**config.mk**
```make
export PLATFORM = sky130hd
export DESIGN_NAME = block_data_memory
export DESIGN_NICKNAME = d
export VERILOG_FILES = /design/src/rtl/memory_pkg.sv /design/src/rtl/mem_latency_timer.sv /design/src/rtl/block_data_memory.sv
export SDC_FILE = /design/constraint.sdc
export NUM_CORES = 2
export LEC_CHECK = 0
export CORE_AREA = 2 2 430 432
export DETAILED_ROUTE_END_ITERATION = 10
export DIE_AREA = 0 0 432 434
export GPL_TIMING_DRIVEN = 0
export PLACE_DENSITY = 0.69
export SYNTH_ARGS = -nofsm -noshare
export SYNTH_HDL_FRONTEND = slang
export SYNTH_SLANG_ARGS = --single-unit
```
**constraint.sdc**
```tcl
create_clock -name clock -period 4.8 [get_ports clock]
set_input_delay 0.96 -clock clock [delete_from_list [all_inputs] [get_ports clock]]
set_output_delay 0.96 -clock clock [all_outputs]
set_load 0.03 [all_outputs]
```
**src/rtl/memory_pkg.sv**
```systemverilog
// Shared definitions for the block-oriented data memory and its cache controller.
package memory_pkg;

   localparam int unsigned DATA_W      = 8;
   localparam int unsigned BLOCK_WORDS = 4;
   localparam int unsigned ADDR_W      = 6;

   typedef enum logic [1:0] {
      INIT,
      IDLE,
      BUSY,
      DONE
   } mem_state_e;

   function automatic int unsigned block_bits(input int unsigned data_w,
                                              input int unsigned block_words);
      return data_w * block_words;
   endfunction

endpackage

```
**src/rtl/mem_latency_timer.sv**
```systemverilog
// Loadable down-counter that paces a memory access; holds at zero once expired.
module mem_latency_timer #(
   parameter  int unsigned LATENCY = 5,
   localparam int unsigned CNT_W   = $clog2(LATENCY + 1)
) (
   input  logic             clock,
   input  logic             reset,
   input  logic             load,
   input  logic [CNT_W-1:0] load_value,
   output logic             zero
);

   logic [CNT_W-1:0] count_q, count_d;

   always_comb begin
      count_d = count_q;
      if (load) begin
         count_d = load_value;
      end else if (count_q != '0) begin
         count_d = count_q - 1'b1;
      end
   end

   always_ff @(posedge clock or posedge reset) begin
      if (reset) begin
         count_q <= '0;
      end else begin
         count_q <= count_d;
      end
   end

   assign zero = (count_q == '0);

endmodule

```
**src/rtl/block_data_memory.sv**
```systemverilog
// Block-wide main memory with programmable access latency and zero-fill after reset.
module block_data_memory #(
   parameter int unsigned DATA_W      = memory_pkg::DATA_W,
   parameter int unsigned BLOCK_WORDS = memory_pkg::BLOCK_WORDS,
   parameter int unsigned ADDR_W      = memory_pkg::ADDR_W,
   parameter int unsigned LATENCY     = 5
) (
   input  logic                                                  clock,
   input  logic                                                  reset,
   input  logic                                                  read,
   input  logic                                                  write,
   input  logic [ADDR_W-1:0]                                     address,
   input  logic [memory_pkg::block_bits(DATA_W, BLOCK_WORDS)-1:0] writedata,
   output logic [memory_pkg::block_bits(DATA_W, BLOCK_WORDS)-1:0] readdata,
   output logic                                                  busywait
);

   import memory_pkg::*;

   localparam int unsigned BLOCK_W = block_bits(DATA_W, BLOCK_WORDS);
   localparam int unsigned DEPTH   = 2 ** ADDR_W;
   localparam int unsigned CNT_W   = $clog2(LATENCY + 1);

   mem_state_e          state_q, state_d;
   logic [ADDR_W-1:0]   init_ptr_q, init_ptr_d;
   logic [ADDR_W-1:0]   addr_q, addr_d;
   logic [BLOCK_W-1:0]  data_q, data_d;
   logic [BLOCK_W-1:0]  readdata_q, readdata_d;
   logic                op_write_q, op_write_d;

   logic [BLOCK_W-1:0]  mem_q [DEPTH];
   logic                mem_we;
   logic [ADDR_W-1:0]   mem_waddr;
   logic [BLOCK_W-1:0]  mem_wdata;

   logic                req_valid;
   logic                timer_load;
   logic                timer_zero;

   assign req_valid = read ^ write;

   mem_latency_timer #(
      .LATENCY(LATENCY)
   ) u_timer (
      .clock      (clock),
      .reset      (reset),
      .load       (timer_load),
      .load_value (CNT_W'(LATENCY - 1)),
      .zero       (timer_zero)
   );

   always_comb begin
      state_d    = state_q;
      init_ptr_d = init_ptr_q;
      addr_d     = addr_q;
      data_d     = data_q;
      op_write_d = op_write_q;
      readdata_d = readdata_q;
      mem_we     = 1'b0;
      mem_waddr  = addr_q;
      mem_wdata  = data_q;
      timer_load = 1'b0;
      busywait   = 1'b0;

      case (state_q)
         INIT: begin
            busywait   = 1'b1;
            mem_we     = 1'b1;
            mem_waddr  = init_ptr_q;
            mem_wdata  = '0;
            init_ptr_d = init_ptr_q + 1'b1;
            if (&init_ptr_q) begin
               state_d = IDLE;
            end
         end
         IDLE: begin
            if (req_valid) begin
               busywait   = 1'b1;
               timer_load = 1'b1;
               addr_d     = address;
               data_d     = writedata;
               op_write_d = write;
               state_d    = BUSY;
            end
         end
         BUSY: begin
            busywait = 1'b1;
            if (timer_zero) begin
               state_d = DONE;
               if (op_write_q) begin
                  mem_we = 1'b1;
               end else begin
                  readdata_d = mem_q[addr_q];
               end
            end
         end
         // One idle-looking cycle so a requester dropping its request is not re-served.
         DONE: begin
            state_d = IDLE;
         end
         default: begin
            state_d = INIT;
         end
      endcase
   end

   always_ff @(posedge clock or posedge reset) begin
      if (reset) begin
         state_q    <= INIT;
         init_ptr_q <= '0;
         addr_q     <= '0;
         data_q     <= '0;
         op_write_q <= 1'b0;
         readdata_q <= '0;
      end else begin
         state_q    <= state_d;
         init_ptr_q <= init_ptr_d;
         addr_q     <= addr_d;
         data_q     <= data_d;
         op_write_q <= op_write_d;
         readdata_q <= readdata_d;
      end
   end

   always_ff @(posedge clock) begin
      if (mem_we) begin
         mem_q[mem_waddr] <= mem_wdata;
      end
   end

   assign readdata = readdata_q;

endmodule

```
==> run metrics <==
post-synthesis compound-gate area fraction 0.04092; site row count 157; most used cells in the layout excluding fill and tap cells 2048 x sky130_fd_sc_hd__edfxtp_1, 417 x sky130_fd_sc_hd__mux2i_1, 320 x sky130_fd_sc_hd__mux4_2, 198 x sky130_fd_sc_hd__clkbuf_16, 160 x sky130_fd_sc_hd__a22oi_1; logic depth of the worst setup path including buffers 9; Final setup violation count 32; unrepaired setup endpoints after global routing true; filler cell count 13806; Max Slew Vio Count 0; critical path's slowest cell sky130_fd_sc_hd__nor2_4; most used routing layer met2; Post-Route WL roughly 210000 um; fraction of synthesized area in multiplexers 0.1464; largest family of logic cells by synthesized area multiplexers; peak ir drop on the vdd network a little under 0.4 mV; worst path buffer plus inverter count 6; path type of the worst min-delay path in2async; critical path startpoint category register; die boundary height between 400 and 500 um; number of warnings issued by yosys 0; Overall Power between 30000 and 40000 uW; upper clock frequency limit between 200 and 250 MHz; I/O Pins between 70 and 80; first-pass detailed-route iteration total 6; Sequential Power Share 0.561; combined global-route utilization of all metal layers 0.2277; post-synth net total 4052; Power Density approximately 370 mW/mm^2; TritonCTS clock tree done; Layout Skew between 20 and 30 ps; CP Data Required Time between 5000 and 6000 ps; post-synthesis cell count approximately 4000; root buf cell sky130_fd_sc_hd__clkbuf_16; MaxCap Viol Count 0; portion of the post-synthesis area used by sequential elements 0.7752; global-route wire length before repair between 300000 and 400000 um; Core ar. roughly 0.18 mm^2; detailed-route vias per instance between 6 and 7; simple-gate area share of the yosys netlist 0.02148; placed wire-length estimate roughly 140000 um; total congestion overflow after global routing 0; sw frac 0.1917; Post-Place Setup Slack -299.9 ps; Crit. End Element register; Clk pwr share 0.437; reported leakage power 0.02445 uW; count of endpoints failing hold in the final timing report 0; violations in the final reports negative setup slack; TritonCTS Buffers a little under 200; number of sinks driven by the clock tree between 2000 and 2500; wire per inst roughly 31 um; vias after detailed routing between 40000 and 50000; XOR/XNOR share of the synthesized area 0.0007479; number of H-tree levels 4; Post-route DRC 0; adder and majority gate portion of the synthesized area 0.001068; effective utilization at floorplan 0.4492; critical path fanouts, max 32; gp weighted congestion approximately 0.96; Die W roughly 430 um; Avg Inst Size Synth 20.48 um^2; Netlist cell types 41; cell repeated most along the worst path sky130_fd_sc_hd__buf_6; TNS Setup -1014 ps; DIE AREA between 0.15 and 0.2 mm^2; Antenna Nets Post-Route 0; switching pwr a little under 7000 uW; initial antenna violation count 10; transition time of the tightest slew-check pin roughly 1300 ps; slew margin rel. 0.1014; Final Cycle Share 1.009; largest net degree at the start of global routing 65; arrival time at the worst endpoint ~5300 ps; Clk pin slew, worst setup/hold paths ~60 ps; clock period minus final worst setup slack around 4800 ps; classification of the worst setup path reg2reg; synthesis-to-finish area growth 16.50%; worst r2r path cells 9; Gate power share 0.002; cell breakdown of the critical path buf_6 -> buf_6 -> buf_6 -> buf_2 -> clkbuf_1 -> clkbuf_1 -> o32ai_1 -> nand2_1 -> nor2_4; number of global-route vias before repair 41407; met3 routing resource usage after global routing 0.04544; Cell Area, Synth ~0.08 mm^2; number of input and output port buffers inserted between 70 and 80; final setup margin -43.09 ps; critical path's top delay family simple AND/OR/NAND/NOR gates; most common library cell in the layout ignoring fill and taps sky130_fd_sc_hd__edfxtp_1; routing usage on met2 0.3381; cell taking the most area after synthesis sky130_fd_sc_hd__edfxtp_1; fraction of final layout cells with drive strength greater than 1 0.2220; top cells by area in the synthesized netlist sky130_fd_sc_hd__edfxtp_1 75%, sky130_fd_sc_hd__mux4_2 8.8%, sky130_fd_sc_hd__mux2i_1 5.1%, sky130_fd_sc_hd__dfrtp_1 2.5%, sky130_fd_sc_hd__a22oi_1 1.5%; outcome finished, violations left; DRC marker count from the first detailed-route iteration around 6900; largest stage delay on the critical path 940 ps; global-route met1 utilization 0.3240; area share of the leading cell type in the synthesized netlist 0.7502; cell-internal power between 20000 and 30000 uW; flip-flop and latch count after synthesis between 2000 and 2500; worst-skew pair later-pin latency around 840 ps; Longest Clk Path Bufs 3; number of nets in the layout 4465
-- flip-flops by register name, summed over array words and instances (netlist names) --
signal and cells:
mem_q 2048, data_q 32, readdata 32, addr_q 6
init_ptr_q 6, u_timer.count_q 3, state_q 2, op_write_q 1
-- routing by layer --
metal,vias up,share of wire,wire [um]
met5,-,0,0
met3,375,0.11,22720
met1,22223,0.39,83930
li1,17430,-,-
met2,2529,0.45,95800
met4,0,0.052,11130
-- Yosys cell counts --
cell type                      n
sky130_fd_sc_hd__edfxtp_1   2048
sky130_fd_sc_hd__mux2i_1     417
sky130_fd_sc_hd__mux4_2      320
sky130_fd_sc_hd__a22oi_1     160
sky130_fd_sc_hd__nand2_1     117
sky130_fd_sc_hd__clkbuf_1    114
sky130_fd_sc_hd__buf_2        88
sky130_fd_sc_hd__dfrtp_1      82
sky130_fd_sc_hd__nor2_1       71
sky130_fd_sc_hd__nor2b_1      67
sky130_fd_sc_hd__mux2_2       53
sky130_fd_sc_hd__a211oi_1     46
sky130_fd_sc_hd__o21ai_0      37
sky130_fd_sc_hd__nand3_1      35
sky130_fd_sc_hd__nor3_1       33
sky130_fd_sc_hd__o211ai_1     33
sky130_fd_sc_hd__a2111oi_0    32
sky130_fd_sc_hd__a221o_1      32
sky130_fd_sc_hd__a22o_1       32
sky130_fd_sc_hd__a31oi_1      32
sky130_fd_sc_hd__o22ai_1      32
sky130_fd_sc_hd__and3_1       18
sky130_fd_sc_hd__and2_1       15
sky130_fd_sc_hd__buf_6        14
sky130_fd_sc_hd__buf_1        13
sky130_fd_sc_hd__inv_1        13
sky130_fd_sc_hd__ha_1          7
sky130_fd_sc_hd__nand2b_1      6
sky130_fd_sc_hd__o32ai_1       6
sky130_fd_sc_hd__a21oi_1       5
sky130_fd_sc_hd__buf_4         4
sky130_fd_sc_hd__nand4_1       4
sky130_fd_sc_hd__xnor2_1       4
sky130_fd_sc_hd__xor2_1        3
sky130_fd_sc_hd__inv_2         2
sky130_fd_sc_hd__mux2_1        2
sky130_fd_sc_hd__nor2_2        2
sky130_fd_sc_hd__a221oi_1      1
sky130_fd_sc_hd__nand3b_1      1
sky130_fd_sc_hd__o31ai_1       1
sky130_fd_sc_hd__or2_1         1
-- layout make-up --
type / instances / area, um^2 / share of cell area
Inverter: 15 / 58.81 / 0.0006158
Antenna cell: 2 / 5.005 / 0.00005241
Sequential cell: 2130 / 63550 / 0.6655
Multi-Input combinational cell: 1626 / 18000 / 0.1885
Timing Repair Buffer: 216 / 3398 / 0.03558
Clock inverter: 130 / 1235 / 0.01293
Buffer: 232 / 1105 / 0.01157
Clock buffer: 237 / 5161 / 0.05404
Tap cell: 2385 / 2984 / 0.03125
-- logic make-up (layout without fill, tap and decap cells) --
group	Yosys count	after routing
buf+inv	248	830
xor+xnor	7	7
flops	2130	2130
compound gates	449	449
fa+ha+maj	7	7
mux	792	792
other cells	0	2
simple gates	370	371
-- repair_timing --
item | CTS | global route
hold buffers | 0 | 0
buffers inserted | 21 | 21
endpoints found under the setup margin | 372 | 576
resized for setup | 2 | 4
pin swaps | 12 | 8
cloned | 1 | 0
-- worst paths after layout --
kind | startpoint | endpoint | slack [ps]
setup / recovery | addr_q[0]$_DFFE_PP0P_ | mem_q[50][4]$_DFFE_PP_ | -40
hold / removal | reset | init_ptr_q[2]$_DFFE_PP0N_ | 420
setup reg to reg | addr_q[0]$_DFFE_PP0P_ | mem_q[50][4]$_DFFE_PP_ | -40
hold reg to reg | data_q[10]$_DFFE_PP0P_ | data_q[10]$_DFFE_PP0P_ | 510
max in group asynchronous | reset | init_ptr_q[0]$_DFFE_PP0N_ | 3790
min in group clock | data_q[10]$_DFFE_PP0P_ | data_q[10]$_DFFE_PP0P_ | 510
-- power groups by stage --
stage | Combinational (uW) | Clock (uW) | Sequential [uW]
final | 57.0 | 15600 | 20100
after global routing | 60.8 | 16500 | 20000
after CTS | 57.5 | 15700 | 20100
after detailed placement | 57.5 | 0 | 20400
after global placement | 54.3 | 0 | 20500
after floorplan | 11.8 | 0 | 20400
-- metrics by stage --
step	cell area [um^2]	cells	hold WS, ps	util
floorplan	81980	4003	471.2	-
global placement	85700	6462	480.8	0.4696
detailed placement	88590	6562	497.2	0.4855
CTS	95290	6950	383.4	0.5222
global route	95500	6973	438.9	0.5233
finish	95500	6973	418.1	0.5233
No activity file was read; power rests on OpenSTA's default activity.
